==> config.mk <==
export PLATFORM = sky130hd
export DESIGN_NAME = pixel_fetch
export DESIGN_NICKNAME = d
export VERILOG_FILES = /design/src/rtl/pixel_fetch.sv
export SDC_FILE = /design/constraint.sdc
export NUM_CORES = 1
export LEC_CHECK = 0
export CAP_MARGIN = 15
export CORE_ASPECT_RATIO = 0.8
export CORE_MARGIN = 5
export CORE_UTILIZATION = 30
export CTS_BUF_LIST = sky130_fd_sc_hd__clkbuf_16
export CTS_CLUSTER_SIZE = 30
export DETAILED_ROUTE_END_ITERATION = 10
export PLACE_DENSITY_LB_ADDON = 0.12
export SLEW_MARGIN = 20
export SYNTH_ARGS = -nofsm -noshare
export SYNTH_HDL_FRONTEND = slang
export SYNTH_SLANG_ARGS = --single-unit
==> constraint.sdc <==
create_clock -name clk -period 3.87 [get_ports clk]
set_clock_uncertainty 0.2 [all_clocks]
set_input_delay 0.5805 -clock clk [delete_from_list [all_inputs] [get_ports clk]]
set_output_delay 0.5805 -clock clk [all_outputs]
set_load 0.01 [all_outputs]
==> src/rtl/pixel_fetch.sv <==
// Coordinate-to-pixel fetcher: turns (x, y) requests into image RAM reads and
// buffers returned pixels in a credit-controlled first-word-fall-through FIFO.
module pixel_fetch #(
    parameter int IMG_WIDTH  = 41,
    parameter int IMG_HEIGHT = 50,
    parameter int SWEEP_X    = 25,
    parameter int SWEEP_Y    = 25,
    parameter int DATA_W     = 8,
    parameter int FIFO_DEPTH = 4,
    parameter int W_X        = $clog2(IMG_WIDTH),
    parameter int W_Y        = $clog2(IMG_HEIGHT),
    parameter int W_A        = $clog2(IMG_WIDTH * IMG_HEIGHT)
) (
    input  logic              clk,
    input  logic              rst,
    input  logic              addr_valid,
    output logic              addr_ready,
    input  logic [W_X-1:0]    x,
    input  logic [W_Y-1:0]    y,
    output logic              mem_rd_en,
    output logic [W_A-1:0]    mem_addr,
    input  logic [DATA_W-1:0] mem_rd_data,
    output logic              pix_valid,
    input  logic              pix_ready,
    output logic [DATA_W-1:0] pix_data,
    output logic              pix_last,
    output logic              oob_err
);

    localparam int WIN_LEN = SWEEP_X * SWEEP_Y;
    localparam int W_WIN   = (WIN_LEN > 1) ? $clog2(WIN_LEN) : 1;
    localparam int W_PTR   = (FIFO_DEPTH > 1) ? $clog2(FIFO_DEPTH) : 1;
    localparam int W_CNT   = $clog2(FIFO_DEPTH + 1);
    localparam int W_CR    = W_CNT + 1;

    logic [DATA_W-1:0] fifo_data [FIFO_DEPTH];
    logic              fifo_last [FIFO_DEPTH];
    logic [W_PTR-1:0]  wr_ptr;
    logic [W_PTR-1:0]  rd_ptr;
    logic [W_CNT-1:0]  fifo_count;

    logic              inflight;
    logic              inflight_oob;
    logic              inflight_last;
    logic [W_WIN-1:0]  win_cnt;

    logic              in_bounds;
    logic              accept;
    logic              win_end;
    logic              push;
    logic              pop;
    logic [W_A-1:0]    lin_addr;
    logic [W_CR-1:0]   credit_used;

    function automatic logic [W_PTR-1:0] ptr_next(input logic [W_PTR-1:0] p);
        return (p == W_PTR'(FIFO_DEPTH - 1)) ? '0 : p + W_PTR'(1);
    endfunction

    assign in_bounds = (int'(x) < IMG_WIDTH) && (int'(y) < IMG_HEIGHT);
    assign lin_addr  = W_A'(y) * W_A'(IMG_WIDTH) + W_A'(x);

    // Credit counts both stored entries and the read whose data is still on the bus.
    assign credit_used = W_CR'(fifo_count) + W_CR'(inflight);
    assign addr_ready  = !rst && (int'(credit_used) < FIFO_DEPTH);
    assign accept      = addr_valid && addr_ready;

    assign mem_rd_en = accept && in_bounds;
    assign mem_addr  = in_bounds ? lin_addr : '0;

    assign win_end   = (win_cnt == W_WIN'(WIN_LEN - 1));
    assign push      = inflight;
    assign pix_valid = (fifo_count != '0);
    assign pop       = pix_valid && pix_ready;

    // Gated so stale storage never shows on the outputs when the FIFO is empty.
    assign pix_data = pix_valid ? fifo_data[rd_ptr] : '0;
    assign pix_last = pix_valid ? fifo_last[rd_ptr] : 1'b0;

    always_ff @(posedge clk) begin
        if (rst) begin
            inflight      <= 1'b0;
            inflight_oob  <= 1'b0;
            inflight_last <= 1'b0;
            win_cnt       <= '0;
            oob_err       <= 1'b0;
            wr_ptr        <= '0;
            rd_ptr        <= '0;
            fifo_count    <= '0;
        end else begin
            inflight      <= accept;
            inflight_oob  <= accept && !in_bounds;
            inflight_last <= accept && win_end;

            if (accept) begin
                win_cnt <= win_end ? '0 : win_cnt + W_WIN'(1);
            end

            if (accept && !in_bounds) begin
                oob_err <= 1'b1;
            end

            if (push) begin
                fifo_data[wr_ptr] <= inflight_oob ? '0 : mem_rd_data;
                fifo_last[wr_ptr] <= inflight_last;
                wr_ptr            <= ptr_next(wr_ptr);
            end

            if (pop) begin
                rd_ptr <= ptr_next(rd_ptr);
            end

            case ({push, pop})
                2'b10:   fifo_count <= fifo_count + W_CNT'(1);
                2'b01:   fifo_count <= fifo_count - W_CNT'(1);
                default: fifo_count <= fifo_count;
            endcase
        end
    end

endmodule

==> summary.txt, run 1 <==
Status
  • Status: finished, violations left
  • Failing checks: setup timing

Route
  • Vias: 2386
  • Drt via density: 4.57
  • Residual DRC count: 0
  • Wire length per cell: around 14 um
  • Remaining antenna violation count: 0
  • Routed wire length: 7490 um
  • First-iteration detailed-routing DRC count: 149
  • First-pass DRT Iterations: 4

Place
  • # port buffers: between 40 and 50
  • Pre-CTS setup slack: -1.10 ns
  • Gpl congestion: ~0.76
  • DP HPWL: roughly 5600 um

Die
  • Die X: roughly 130 um
  • Placeable Area: 10900 sq um
  • FP Rows: 34
  • Number of top-level pins: between 40 and 50
  • Initial Util: 0.307
  • Total die area: 13400 sq um
  • Die height: about 100 um

Critical path
  • Reg2reg end: fifo_count[2]
  • Worst path cell trace: buf_8 > ha_4 > ha_4 > ha_4 > fa_1 > ha_4 > a21o_1 > a221o_1 > buf_6 > a2111o_1 > o21ai_2 > buf_2
  • Critical R2R Launch: fifo_count[2]
  • CP delay by family, top: adder cells
  • Critical path launch point type: input pin
  • Crit end category: primary output
  • Crit Path Max Fanout: 3
  • Worst path bufs/invs: 3
  • Worst reg2reg path depth: 9
  • CP peak stage delay: a little under 0.6 ns
  • Crit Path Class: input pin to primary output
  • Worst reg2reg setup slack: between 1 and 1.5 ns
  • CP max-delay cell: fa_1
  • Crit-path most repeated cell: ha_4
  • Worst EP required: slightly above 3 ns
  • Critical path data arrival time: about 3.4 ns

Synth
  • Most used DFF post-synth: edfxtp_1
  • Most frequent cell after synthesis: ha_1
  • Synth area leader: edfxtp_1
  • Syn nets: roughly 360
  • Cell variety after synth: 43
  • Flops & latches, synth: 59
  • Synth top area cells: edfxtp_1, ha_1, dfxtp_1, mux4_2, and2_1
  • Post-synth EDFFs: 36
  • Most frequent cells after synthesis: ha_1, edfxtp_1, dfxtp_1, nor2_1, and2_1
  • Top-area cell type share of the netlist area: 0.323
  • Synth Instances: ~280
  • Asr flop ratio synth: 0
  • Syn. warnings: 0
  • Post-synthesis sequential area ratio: 0.460
  • Post-Syn Area: 3350 sq um
  • Mean post-synth cell area: 11.8 sq um

Clocking
  • Number of H-tree levels: 3
  • Reg clk slew, reported paths: approximately 0.05 ns
  • Clk_lat worst skew: around 0.31 ns
  • TritonCTS clock tree: yes
  • Root Driver: clkbuf_16
  • Hold-fix buffers, CTS: 0
  • Num CTS Buffers: 9
  • CTS Buffer Depth: 2
  • Sinks on Clock Net: 59

STA
  • Crit path time final: about 4.2 ns
  • Final setup viols: 6
  • Slew @ Worst Pin: 0.634 ns
  • RSZ-0062 raised after global routing: yes
  • Setup TNS: -1.41 ns
  • Final worst slack: -0.330 ns
  • Fin. Hold Viols: 0
  • Period utilization: 1.09
  • Max Fclk: 238 MHz
  • Max-slew violations: 0
  • Slew headroom: 0.577

GRT
  • Largest net degree at the start of global routing: 13
  • GRT Util Overall: 0.120
  • Remaining global-route overflow: 0
  • Vias in the first global route: 2461
  • First-pass GRT wire length: 12600 um
  • Initial antenna violation count: 0

Power and ir drop
  • Clock power share: 0.313
  • Combinational power share: 0.363
  • VDD IR-drop max: 0.194 mV
  • Switching power: about 670 uW
  • Power Dens Cells: about 500 nW/um^2
  • Leakage: approximately 1.9 nW
  • Internal Pwr Total: around 1.7 mW
  • Reg power frac: 0.324
  • Sw frac: 0.288

Min path
  • Hold EP: rd_ptr[1]
  • Worst hold path depth: 2
  • Worst Hold Class: flop to flop
  • HP Start: rd_ptr[1]

Run
  • Max_cap viols: 0

Cells and area
  • Layout cells sized above 1: 0.243
  • Synth-to-Final Area Change: 40.4%
  • Layout Nets: between 400 and 500
  • N_diodes: 0
-- metrics by stage --
step / utilization / std cells / power (mW) / hold WS [ns] / cell area (sq um)
2_1_floorplan: - / 284 / 1.19 / 0.238 / 3400
3_3_place_gp: 0.390 / 499 / 1.55 / 0.272 / 4250
3_5_place_dp: 0.390 / 499 / 1.56 / 0.277 / 4250
4_1_cts: 0.430 / 521 / 2.37 / 0.284 / 4690
5_1_grt: 0.432 / 522 / 2.49 / 0.308 / 4700
6_report: 0.432 / 522 / 2.34 / 0.285 / 4700
-- placed cells by master (no fill, tap or decap), types with 5 or more instances in the layout --
| cell | count |
|---|---|
| nor2_1 | 23 |
| a21oi_1 | 13 |
| inv_1 | 19 |
| nor4_1 | 5 |
| clkdlybuf4s50_1 | 34 |
| buf_4 | 31 |
| xor2_1 | 5 |
| xnor2_1 | 10 |
| clkbuf_16 | 9 |
| mux4_2 | 9 |
| ha_4 | 11 |
| and2_1 | 18 |
| buf_2 | 9 |
| nor2b_1 | 8 |
| ha_1 | 32 |
| nand2_1 | 16 |
| dfxtp_1 | 23 |
| edfxtp_1 | 36 |
-- logic make-up after synthesis --
logic type                 after synthesis  share of synthesized area
AOI/OAI and AO/OA                       36                     0.0699
xor gates and xnor gates                15                     0.0392
adders and majority gates               48                      0.188
buffers and inverters                   21                     0.0250
DFF                                     59                      0.460
muxes                                   13                     0.0725
and+or+nand+nor                         92                      0.145
-- state kept, by name, summed over array words and instances (netlist names), named ones only --
register and flops:
fifo_data 32, win_cnt 10, fifo_last 4, fifo_count 3, rd_ptr 2, wr_ptr 2
inflight 1, inflight_last 1, inflight_oob 1, oob_err 1
-- layer usage --
metal,GRT usage,routed length [um],vias up
met4,0.0250,31,0
met3,0.0349,234,4
li1,-,-,1214
met1,0.173,3820,1133
met2,0.178,3400,35
met5,0,0,-
-- worst register-to-register path, cell delays in order, from the launching register on --
cell     delay, ns
dfxtp_1       0.32
or3_2         0.63
nand2_1       0.18
inv_1         0.08
ha_1          0.20
inv_1         0.07
fa_1          0.17
xor2_1        0.07
or3_1         0.30
a21oi_1       0.14
-- area by class of cell --
cell class                 count  area, sq um
fill                        1062         6190
tap                          144          180
clock inverter                 7         55.1
sequential                    59         1540
timing repair buffer          83          726
clock buffer                   9          225
multi-input combinational    204         1910
inverter                      16         60.1
-- worst max path at each step --
stage	startpoint	end	slack (ns)	cells past startpoint
floorplan	y[0]	mem_addr[9]	0.02	9
global placement	y[0]	mem_addr[11]	-1.08	11
detailed placement	y[0]	mem_addr[11]	-1.10	11
CTS	y[2]	mem_addr[9]	-0.30	13
global route	y[0]	mem_addr[8]	-0.38	14
finish	y[0]	mem_addr[11]	-0.33	12
-- power groups by stage --
stage	Sequential (mW)	Clock [mW]	Combinational [mW]
6_report	0.757	0.731	0.848
3_3_place_gp	0.771	0	0.782
4_1_cts	0.759	0.753	0.855
5_1_grt	0.765	0.788	0.932
3_5_place_dp	0.771	0	0.784
2_1_floorplan	0.737	0	0.456
-- repair_timing --
item	4_1_cts	5_1_grt
pin swaps	14	11
setup endpoints to repair	8	8
setup buffers	6	2
gates resized for setup	75	3
(Power assumes the default switching activity.)
==> run 2, diff against run 1 <==
--- a/config.mk
+++ b/config.mk
@@ -13,7 +13,6 @@
 export CTS_CLUSTER_SIZE = 30
 export DETAILED_ROUTE_END_ITERATION = 10
 export PLACE_DENSITY_LB_ADDON = 0.12
-export SLEW_MARGIN = 20
 export SYNTH_ARGS = -nofsm -noshare
 export SYNTH_HDL_FRONTEND = slang
 export SYNTH_SLANG_ARGS = --single-unit
==> results of run 2 <==
Final layout, timing and power as in run 1 (identical DEF).
==> run 3, diff against run 2 <==
--- a/config.mk
+++ b/config.mk
@@ -8,7 +8,7 @@
 export CAP_MARGIN = 15
 export CORE_ASPECT_RATIO = 0.8
 export CORE_MARGIN = 5
-export CORE_UTILIZATION = 30
+export CORE_UTILIZATION = 49
 export CTS_BUF_LIST = sky130_fd_sc_hd__clkbuf_16
 export CTS_CLUSTER_SIZE = 30
 export DETAILED_ROUTE_END_ITERATION = 10
==> summary.txt, run 3 (synthesized netlist as in run 1, its figures left out) <==
Status
  • Status: finished, violations left
  • Failing checks: setup timing

STA
  • Slew @ Worst Pin: 0.623 ns
  • Final setup viols: 6
  • Crit path time final: a little over 4 ns
  • Max Fclk: around 250 MHz
  • Max-slew violations: 0
  • Fin. Hold Viols: 0
  • Period utilization: 1.05
  • RSZ-0062 raised after global routing: yes
  • Slew headroom: 0.584
  • Final worst slack: -0.197 ns

Critical path
  • Critical R2R Launch: fifo_count[2]
  • Critical path data arrival time: around 3.3 ns
  • Crit end category: primary output
  • Crit Path Class: input pin to primary output
  • Crit Path Max Fanout: 3
  • Critical path launch point type: input pin
  • CP startpoint: y[2]
  • Worst EP required: about 3.1 ns

Min path
  • Worst Hold Class: flop to flop
  • HP Start: inflight_last

Place
  • DP HPWL: 5190 um
  • Gpl congestion: 0.780
  • # port buffers: 48
  • Placed cells: 444

Die
  • Placeable Area: between 6000 and 7000 sq um
  • Total die area: between 8000 and 9000 sq um
  • Die height: ~84 um
  • Die X: a little over 100 um
  • FP Rows: 27
  • Number of top-level pins: about 50
  • Initial Util: 0.496

Cells and area
  • Top flop regs: fifo_data: 32 flops, win_cnt: 10 flops, fifo_last: 4 flops
  • Commonest non-fill, non-tap cell in the layout: edfxtp_1
  • N_diodes: 0
  • Commonest cells after routing, fill and taps aside: edfxtp_1, clkdlybuf4s50_1, buf_4, ha_1
  • Reg with most FFs: fifo_data
  • Synth-to-Final Area Change: 39.9%
  • Layout cells sized above 1: 0.267
  • Layout Nets: approximately 450
  • Final Non-Filler Cells: between 400 and 500
  • Max reg flops: 32
  • Final design utilization: 0.694
  • FILL cells: 500

Run
  • Max_cap viols: 0

Power and ir drop
  • Leakage: 1.86 nW
  • VDD IR-drop max: approximately 0.39 mV
  • Overall Power: between 2 and 2.5 mW
  • Power Dens Cells: 505 nW/um^2

Clocking
  • Root Driver: clkbuf_16
  • Clk_lat worst skew: 0.32 ns
  • Num CTS Buffers: 9
  • CTS Buffer Depth: 2
  • Reg clk slew, reported paths: roughly 0.050 ns
  • TritonCTS clock tree: yes
  • Sinks on Clock Net: 59
  • Number of H-tree levels: 3

GRT
  • GRT Util Overall: 0.183
  • First-pass GRT wire length: around 12000 um
  • Vias in the first global route: approximately 2.4k
  • Initial antenna violation count: 0
  • Largest net degree at the start of global routing: 13
  • Remaining global-route overflow: 0

Route
  • Vias: 2404
  • Drt via density: approximately 5.2
  • Residual DRC count: 0
  • First-iteration detailed-routing DRC count: 43
  • First-pass DRT Iterations: 4
  • Wire length per cell: about 15 um
  • Remaining antenna violation count: 0
  • Routed wire length: just over 7000 um
==> run 3: power breakdown <==
part	internal (mW)	total [mW]	switching (mW)
combinational	0.481	0.856	0.375
sequential	0.707	0.756	0.0488
clock	0.494	0.756	0.262
total	1.68	2.37	0.686
==> run 3: worst paths after layout <==
check | end | slack [ns] | cells after the start
worst min register to register | fifo_last[2] | 0.28 | 0
worst max register to register | fifo_count[2] | 1.47 | 9
worst min-delay path | fifo_last[2] | 0.28 | 0
worst max-delay path | mem_addr[11] | -0.20 | 11
==> run 3: final cells by class <==
cell class / instances / area (sq um) / share of cell area
Tap cell: 87 / 109 / 0.0232
Inverter: 16 / 60.1 / 0.0128
Clock buffer: 9 / 225 / 0.0481
Sequential cell: 59 / 1540 / 0.329
Timing Repair Buffer: 83 / 733 / 0.156
Multi-Input combinational cell: 204 / 1950 / 0.416
Clock inverter: 7 / 68.8 / 0.0147
==> run 3: worst max-delay path: stages <==
cell and delay (ns):
buf_8 0.10, ha_4 0.23, ha_4 0.26, ha_4 0.19, fa_1 0.51, ha_4 0.22
a21o_1 0.16, a221o_1 0.38, a2111o_1 0.44, o21ai_2 0.07, buf_2 0.14
==> run 3: layer usage <==
metal / up-vias / global-route usage / part of all wire
met5: - / 0 / 0
met4: 0 / 0.0358 / 0.0014
met3: 2 / 0.0576 / 0.038
met2: 41 / 0.282 / 0.46
met1: 1148 / 0.253 / 0.50
li1: 1213 / - / -
==> run 3: per-stage QoR <==
stage	hold WS (ns)	cell area, sq um	setup WS (ns)	TNS [ns]
after detailed placement	0.272	4190	-1.08	-6.69
after global placement	0.257	4190	-1.04	-6.56
after floorplan	0.238	3400	0.0212	0
after CTS	0.280	4640	-0.181	-0.381
after global routing	0.301	4690	-0.264	-0.911
final	0.281	4690	-0.197	-0.418
==> run 3: timing repair <==
item                                    CTS  global route
endpoints found under the setup margin    8             7
resized for setup                        64            13
hold buffers                              0             0
endpoints found under the hold margin     0             0
buffers inserted                          4             1
pin swaps                                14             3
